--- config.mk ---
export PLATFORM = sky130hd
export DESIGN_NAME = dma_fifo_burst_writer_flat
export DESIGN_NICKNAME = d
export VERILOG_FILES = /design/src/rtl/dma_fifo_burst_writer_if.sv /design/src/rtl/dma_fifo_burst_writer.sv /design/src/flat_wrapper.sv
export SDC_FILE = /design/constraint.sdc
export NUM_CORES = 1
export LEC_CHECK = 0
export ABC_AREA = 1
export ABC_CLOCK_PERIOD_IN_PS = 2900
export CAP_MARGIN = 25
export CORE_ASPECT_RATIO = 1.5
export CORE_MARGIN = 1.5
export CORE_UTILIZATION = 45
export CTS_BUF_LIST = sky130_fd_sc_hd__clkbuf_8 sky130_fd_sc_hd__clkbuf_16
export DETAILED_ROUTE_END_ITERATION = 10
export PLACE_DENSITY = 0.73
export SLEW_MARGIN = 40
export SYNTH_ARGS = -nofsm -noshare
export SYNTH_HDL_FRONTEND = slang
export SYNTH_SLANG_ARGS = --single-unit
--- constraint.sdc ---
create_clock -name rclk -period 2.9 [get_ports rclk]
set_input_delay 0.58 -clock rclk [delete_from_list [all_inputs] [get_ports rclk]]
set_output_delay 0.58 -clock rclk [all_outputs]
set_load 0.01 [all_outputs]
--- src/rtl/dma_fifo_burst_writer_if.sv ---
// Bundles the descriptor, FIFO read-side and memory-write handshake signals of the
// DMA burst writer. The master modport is the writer's view; slave is the environment's.
interface dma_fifo_burst_writer_if #(
  parameter int unsigned DATA_W = 32,
  parameter int unsigned ADDR_W = 16,
  parameter int unsigned LEN_W  = 16
) ();
  logic              start;
  logic [ADDR_W-1:0] start_addr;
  logic [LEN_W-1:0]  xfer_len;
  logic              fifo_empty;
  logic [DATA_W-1:0] fifo_rd_data;
  logic              fifo_rd_en;
  logic              mem_wr_valid;
  logic              mem_wr_ready;
  logic [ADDR_W-1:0] mem_wr_addr;
  logic [DATA_W-1:0] mem_wr_data;
  logic              mem_wr_last;
  logic              busy;
  logic              done;
  logic [LEN_W-1:0]  words_sent;

  modport master (
    input  start, start_addr, xfer_len, fifo_empty, fifo_rd_data, mem_wr_ready,
    output fifo_rd_en, mem_wr_valid, mem_wr_addr, mem_wr_data, mem_wr_last, busy, done,
           words_sent
  );

  modport slave (
    output start, start_addr, xfer_len, fifo_empty, fifo_rd_data, mem_wr_ready,
    input  fifo_rd_en, mem_wr_valid, mem_wr_addr, mem_wr_data, mem_wr_last, busy, done,
           words_sent
  );
endinterface

--- src/rtl/dma_fifo_burst_writer.sv ---
// Read-side DMA stage: drains a FWFT FIFO into single-beat memory writes with sequential
// word addresses, flags burst ends, and pulses done once the last beat is accepted.
module dma_fifo_burst_writer #(
  parameter int unsigned DATA_W    = 32,
  parameter int unsigned ADDR_W    = 16,
  parameter int unsigned LEN_W     = 16,
  parameter int unsigned BURST_LEN = 4
) (
  input logic                       rclk,
  input logic                       rrst_n,
  dma_fifo_burst_writer_if.master   bus_io
);

  typedef enum logic [1:0] {StIdle, StRun, StDone} state_e;

  localparam logic [LEN_W-1:0] BeatMax = LEN_W'(BURST_LEN - 1);

  state_e            state_q, state_d;
  logic [ADDR_W-1:0] addr_q, addr_d;
  logic [ADDR_W-1:0] wr_addr_q, wr_addr_d;
  logic [DATA_W-1:0] wr_data_q, wr_data_d;
  logic              wr_valid_q, wr_valid_d;
  logic              wr_last_q, wr_last_d;
  logic [LEN_W-1:0]  pops_left_q, pops_left_d;
  logic [LEN_W-1:0]  remaining_q, remaining_d;
  logic [LEN_W-1:0]  words_sent_q, words_sent_d;
  logic [LEN_W-1:0]  beat_cnt_q, beat_cnt_d;
  logic              pop, accept, beat_last;

  // Pop only when the single output register is free or is being drained this cycle.
  always_comb begin
    accept    = wr_valid_q & bus_io.mem_wr_ready;
    pop       = (state_q == StRun) & ~bus_io.fifo_empty & (pops_left_q != '0) &
                (~wr_valid_q | bus_io.mem_wr_ready);
    beat_last = (beat_cnt_q == BeatMax) | (pops_left_q == LEN_W'(1));
  end

  // Next-state logic for the transfer FSM, output beat register and counters.
  always_comb begin
    state_d      = state_q;
    addr_d       = addr_q;
    wr_addr_d    = wr_addr_q;
    wr_data_d    = wr_data_q;
    wr_valid_d   = wr_valid_q;
    wr_last_d    = wr_last_q;
    pops_left_d  = pops_left_q;
    remaining_d  = remaining_q;
    words_sent_d = words_sent_q;
    beat_cnt_d   = beat_cnt_q;
    unique case (state_q)
      StIdle: begin
        if (bus_io.start) begin
          addr_d       = bus_io.start_addr;
          pops_left_d  = bus_io.xfer_len;
          remaining_d  = bus_io.xfer_len;
          words_sent_d = '0;
          beat_cnt_d   = '0;
          state_d      = (bus_io.xfer_len == '0) ? StDone : StRun;
        end
      end
      StRun: begin
        if (pop) begin
          wr_valid_d  = 1'b1;
          wr_data_d   = bus_io.fifo_rd_data;
          wr_addr_d   = addr_q;
          wr_last_d   = beat_last;
          addr_d      = addr_q + ADDR_W'(1);
          pops_left_d = pops_left_q - LEN_W'(1);
          beat_cnt_d  = beat_last ? '0 : beat_cnt_q + LEN_W'(1);
        end else if (accept) begin
          wr_valid_d = 1'b0;
        end
        if (accept) begin
          remaining_d  = remaining_q - LEN_W'(1);
          words_sent_d = words_sent_q + LEN_W'(1);
          if (remaining_q == LEN_W'(1)) begin
            state_d = StDone;
          end
        end
      end
      StDone:  state_d = StIdle;
      default: state_d = StIdle;
    endcase
  end

  // State and datapath registers; reset aborts any transfer in flight.
  always_ff @(posedge rclk or negedge rrst_n) begin
    if (!rrst_n) begin
      state_q      <= StIdle;
      addr_q       <= '0;
      wr_addr_q    <= '0;
      wr_data_q    <= '0;
      wr_valid_q   <= 1'b0;
      wr_last_q    <= 1'b0;
      pops_left_q  <= '0;
      remaining_q  <= '0;
      words_sent_q <= '0;
      beat_cnt_q   <= '0;
    end else begin
      state_q      <= state_d;
      addr_q       <= addr_d;
      wr_addr_q    <= wr_addr_d;
      wr_data_q    <= wr_data_d;
      wr_valid_q   <= wr_valid_d;
      wr_last_q    <= wr_last_d;
      pops_left_q  <= pops_left_d;
      remaining_q  <= remaining_d;
      words_sent_q <= words_sent_d;
      beat_cnt_q   <= beat_cnt_d;
    end
  end

  assign bus_io.fifo_rd_en   = pop;
  assign bus_io.mem_wr_valid = wr_valid_q;
  assign bus_io.mem_wr_addr  = wr_addr_q;
  assign bus_io.mem_wr_data  = wr_data_q;
  assign bus_io.mem_wr_last  = wr_last_q;
  assign bus_io.busy         = (state_q != StIdle);
  assign bus_io.done         = (state_q == StDone);
  assign bus_io.words_sent   = words_sent_q;

endmodule
--- src/flat_wrapper.sv ---
// flat-port wrapper written by rule: the top's interface ports become plain ports
module dma_fifo_burst_writer_flat 
#(
  parameter int unsigned DATA_W    = 32,
  parameter int unsigned ADDR_W    = 16,
  parameter int unsigned LEN_W     = 16,
  parameter int unsigned BURST_LEN = 4
)
  (rclk, rrst_n, bus_io_start, bus_io_start_addr, bus_io_xfer_len, bus_io_fifo_empty, bus_io_fifo_rd_data, bus_io_mem_wr_ready, bus_io_fifo_rd_en, bus_io_mem_wr_valid, bus_io_mem_wr_addr, bus_io_mem_wr_data, bus_io_mem_wr_last, bus_io_busy, bus_io_done, bus_io_words_sent);
  dma_fifo_burst_writer_if #(.DATA_W(DATA_W), .ADDR_W(ADDR_W), .LEN_W(LEN_W)) bus_io_i ();
  input logic rclk;
  input logic rrst_n;
  input wire logic [$bits(bus_io_i.start)-1:0] bus_io_start;
  input wire logic [$bits(bus_io_i.start_addr)-1:0] bus_io_start_addr;
  input wire logic [$bits(bus_io_i.xfer_len)-1:0] bus_io_xfer_len;
  input wire logic [$bits(bus_io_i.fifo_empty)-1:0] bus_io_fifo_empty;
  input wire logic [$bits(bus_io_i.fifo_rd_data)-1:0] bus_io_fifo_rd_data;
  input wire logic [$bits(bus_io_i.mem_wr_ready)-1:0] bus_io_mem_wr_ready;
  output wire logic [$bits(bus_io_i.fifo_rd_en)-1:0] bus_io_fifo_rd_en;
  output wire logic [$bits(bus_io_i.mem_wr_valid)-1:0] bus_io_mem_wr_valid;
  output wire logic [$bits(bus_io_i.mem_wr_addr)-1:0] bus_io_mem_wr_addr;
  output wire logic [$bits(bus_io_i.mem_wr_data)-1:0] bus_io_mem_wr_data;
  output wire logic [$bits(bus_io_i.mem_wr_last)-1:0] bus_io_mem_wr_last;
  output wire logic [$bits(bus_io_i.busy)-1:0] bus_io_busy;
  output wire logic [$bits(bus_io_i.done)-1:0] bus_io_done;
  output wire logic [$bits(bus_io_i.words_sent)-1:0] bus_io_words_sent;
  assign bus_io_i.start = bus_io_start;
  assign bus_io_i.start_addr = bus_io_start_addr;
  assign bus_io_i.xfer_len = bus_io_xfer_len;
  assign bus_io_i.fifo_empty = bus_io_fifo_empty;
  assign bus_io_i.fifo_rd_data = bus_io_fifo_rd_data;
  assign bus_io_i.mem_wr_ready = bus_io_mem_wr_ready;
  assign bus_io_fifo_rd_en = bus_io_i.fifo_rd_en;
  assign bus_io_mem_wr_valid = bus_io_i.mem_wr_valid;
  assign bus_io_mem_wr_addr = bus_io_i.mem_wr_addr;
  assign bus_io_mem_wr_data = bus_io_i.mem_wr_data;
  assign bus_io_mem_wr_last = bus_io_i.mem_wr_last;
  assign bus_io_busy = bus_io_i.busy;
  assign bus_io_done = bus_io_i.done;
  assign bus_io_words_sent = bus_io_i.words_sent;
  dma_fifo_burst_writer #(.DATA_W(DATA_W), .ADDR_W(ADDR_W), .LEN_W(LEN_W), .BURST_LEN(BURST_LEN)) u_core (.rclk(rclk), .rrst_n(rrst_n), .bus_io(bus_io_i));
endmodule
==> run metrics <==
synthesized area per cell 6.81 sq um; Switching Fraction 0.423; Antenna diodes 0; Synth warnings 0; GR Util met3 0.0365; VDD IR max 581 uV; Slew @ Worst Pin 0.814 ns; Placer Congestion 0.894; Max Clock Skew 0.0104 ns; Startpoint Class flop; HP Class input pin to asynchronous set/reset pin; critical path class flop to output port; routed wire length 20,200 microns; Core Region 0.0163 sq mm; Site Rows 57; PortBufs 137; final antenna-violating net count 0; Clock Latency Late Sink 0.42 ns; die span in y 162 microns; FF+latch count, synth 132; initial antenna violation count 0; FF+latch area 0.00330 sq mm; CTS tree done; area growth from synthesis to layout 29.0%; CP max stage cell dfrtp_1; total grt overflow 0; Top Usage Layer GRT met2; proportion of layout cells with a drive suffix above 1 0.0510; Final Hold Viols 0; slowest stage delay, CP 0.41 ns; power per cell area 988 mW/mm^2; CTS root buffer clkbuf_16; crit path DAT 1.94 ns; commonest non-fill, non-tap cell in the layout nand2_1; DRT iter0 DRCs 465; IO Pins 138; vias in the first global route 6,974; setup TNS 0 ns; most frequent cells in the layout nand2_1 (442), clkdlybuf4s50_1 (135), dfrtp_1 (132); power share of the combinational group 0.446; slew margin rel. 0.457; switching pwr 4.07 mW; H-tree depth 4; Reg clk slew, reported paths 0.06 ns; DRC errors left 0; 1st-pass router iterations 7; Cell Chain, Critical Path inv_1, ha_2, nand2_2, nor2_4, nand2_1, nand2_2, clkinv_1, dlymetal6s2s_1; max-slew violation count 0; drt wl/cell 13.8 microns; Int Power 5.56 mW; Via-to-Cell Ratio 5.09; clk sinks 132; CTS max path bufs 2; fillers 1,507; fin nets 1,318; All-Layer GR Usage 0.236; Pleak 4.68 nW; first-pass GRT wire length 32,800 microns; post-layout minimum cycle time 2.52 ns; Max Freq 397 MHz; GRT met1 Usage 0.285; Die X-Extent 109 microns; CTS Buf Count 17; placed cells 1,428; pin count of the biggest net entering global routing 69; final worst path period share 0.869; met2 usage 0.413; synthesized instance count 1,110; Initial Util 0.463; Final setup viols 0; RSZ-0062 raised after global routing no; vias 7,434; Finished Layout Cells 1,461; dpl hpwl 14,600 microns; CP dominant cell by count nand2_2; syn nets 1,186; MaxCap Viol Count 0; Clk network pwr share 0.233; hold buffer count at cts 0; final core occ 0.597; Multi-input gate area 0.00368 sq mm; register area share after synthesis 0.437; Critical Path RT 2.32 ns; Distinct cells, synth 31; sequential power share 0.321; CP max FO 5; cell area after synthesis 0.00756 sq mm; die area 0.0176 sq mm; outcome finished, final reports clean; CP Capture Type output port
-- power groups by stage --
stage | clock network (mW) | logic (mW) | registers (mW)
after CTS | 2.27 | 4.32 | 3.08
after global placement | 0 | 4.23 | 3.09
after detailed placement | 0 | 4.29 | 3.11
after global routing | 2.35 | 4.86 | 3.19
after floorplan | 0 | 2.59 | 3.18
final | 2.24 | 4.30 | 3.09
-- registers in the layout, summed over array words and instances (netlist names) --
name	cells
u_core.bus_io.mem_wr_data	32
u_core.addr_q	16
u_core.beat_cnt_q	16
u_core.bus_io.mem_wr_addr	16
u_core.bus_io.words_sent	16
u_core.pops_left_q	16
u_core.remaining_q	16
u_core.state_q	2
u_core.bus_io.mem_wr_last	1
u_core.bus_io.mem_wr_valid	1
-- repair_timing --
action,4_1_cts,5_1_grt
buffers inserted,0,1
resized for setup,0,2
endpoints found under the setup margin,0,1
-- Yosys cell counts --
cell | number | share of area
nand2_1 | 442 | 0.22
dfrtp_1 | 132 | 0.44
nor2_1 | 130 | 0.065
inv_1 | 101 | 0.050
o21ai_0 | 86 | 0.057
nand3_1 | 63 | 0.042
nor3_1 | 28 | 0.019
nand4_1 | 26 | 0.022
clkbuf_1 | 16 | 0.0079
a21oi_1 | 15 | 0.0099
buf_2 | 15 | 0.0099
xor2_1 | 11 | 0.013
ha_1 | 7 | 0.012
nand2_2 | 5 | 0.0041
a22oi_1 | 4 | 0.0040
nor2_2 | 4 | 0.0033
buf_4 | 3 | 0.0030
buf_6 | 3 | 0.0045
nand3b_1 | 3 | 0.0030
o21ai_1 | 3 | 0.0020
or2_2 | 3 | 0.0025
a21boi_0 | 1 | 0.00099
a21oi_4 | 1 | 0.0022
a22o_1 | 1 | 0.0012
a31oi_1 | 1 | 0.00083
and3_1 | 1 | 0.00083
clkinv_1 | 1 | 0.00050
nor2_4 | 1 | 0.0015
nor3_2 | 1 | 0.0013
o211ai_1 | 1 | 0.00099
o21bai_1 | 1 | 0.00099
-- routing by layer --
metal / routed length (microns) / vias up
li1: - / 3772
met1: 8380 / 3425
met2: 10300 / 196
met5: 0 / -
met3: 985 / 41
met4: 547 / 0
-- critical path: cells and delay by family, from the launching register on --
family | cells | cell delay (ns)
flops | 1 | 0.41
simple gates | 4 | 0.53
fa+ha+maj | 1 | 0.21
buf+inv | 3 | 0.37
-- final timing paths --
kind | startpoint | slack, ns | depth (start not counted) | end
min in group rclk | u_core.bus_io.mem_wr_data[4]$_DFFE_PN0P_ | 0.48 | 2 | u_core.bus_io.mem_wr_data[4]$_DFFE_PN0P_
max in group asynchronous | rrst_n | 2.13 | 2 | u_core.bus_io.mem_wr_data[30]$_DFFE_PN0P_
worst max register to register | u_core.state_q[1]$_DFFE_PN0P_ | 0.65 | 9 | u_core.bus_io.words_sent[9]$_DFFE_PN0P_
worst max-delay path | u_core.pops_left_q[0]$_DFFE_PN0P_ | 0.38 | 8 | bus_io_fifo_rd_en
worst min-delay path | rrst_n | 0.06 | 1 | u_core.pops_left_q[6]$_DFFE_PN0P_
worst min register to register | u_core.bus_io.mem_wr_data[4]$_DFFE_PN0P_ | 0.48 | 2 | u_core.bus_io.mem_wr_data[4]$_DFFE_PN0P_
-- per-stage QoR --
step	hold slack [ns]	area (sq um)	setup slack (ns)	power, mW
after floorplan	0.284	7560	0.861	5.77
after global placement	0.461	9130	0.369	7.32
after detailed placement	0.464	9130	0.353	7.39
after CTS	0.0683	9740	0.0173	9.67
after global routing	0.0944	9750	0.236	10.4
final	0.0606	9750	0.379	9.63
-- final cells by class --
cell class,count,area share
Multi-Input combinational cell,839,0.378
Sequential cell,132,0.339
Timing Repair Buffer,150,0.155
Clock buffer,17,0.0436
Inverter,102,0.0393
Tap cell,206,0.0264
Clock inverter,15,0.0191
-- logic make-up after synthesis --
kind of cell / share of synthesized area
buffers and inverters: 0.0760
and+or+nand+nor: 0.383
xor gates and xnor gates: 0.0128
AOI/OAI and AO/OA: 0.0800
adders and majority gates: 0.0116
DFF: 0.437
Note: power is estimated with default switching activity, not from simulation.
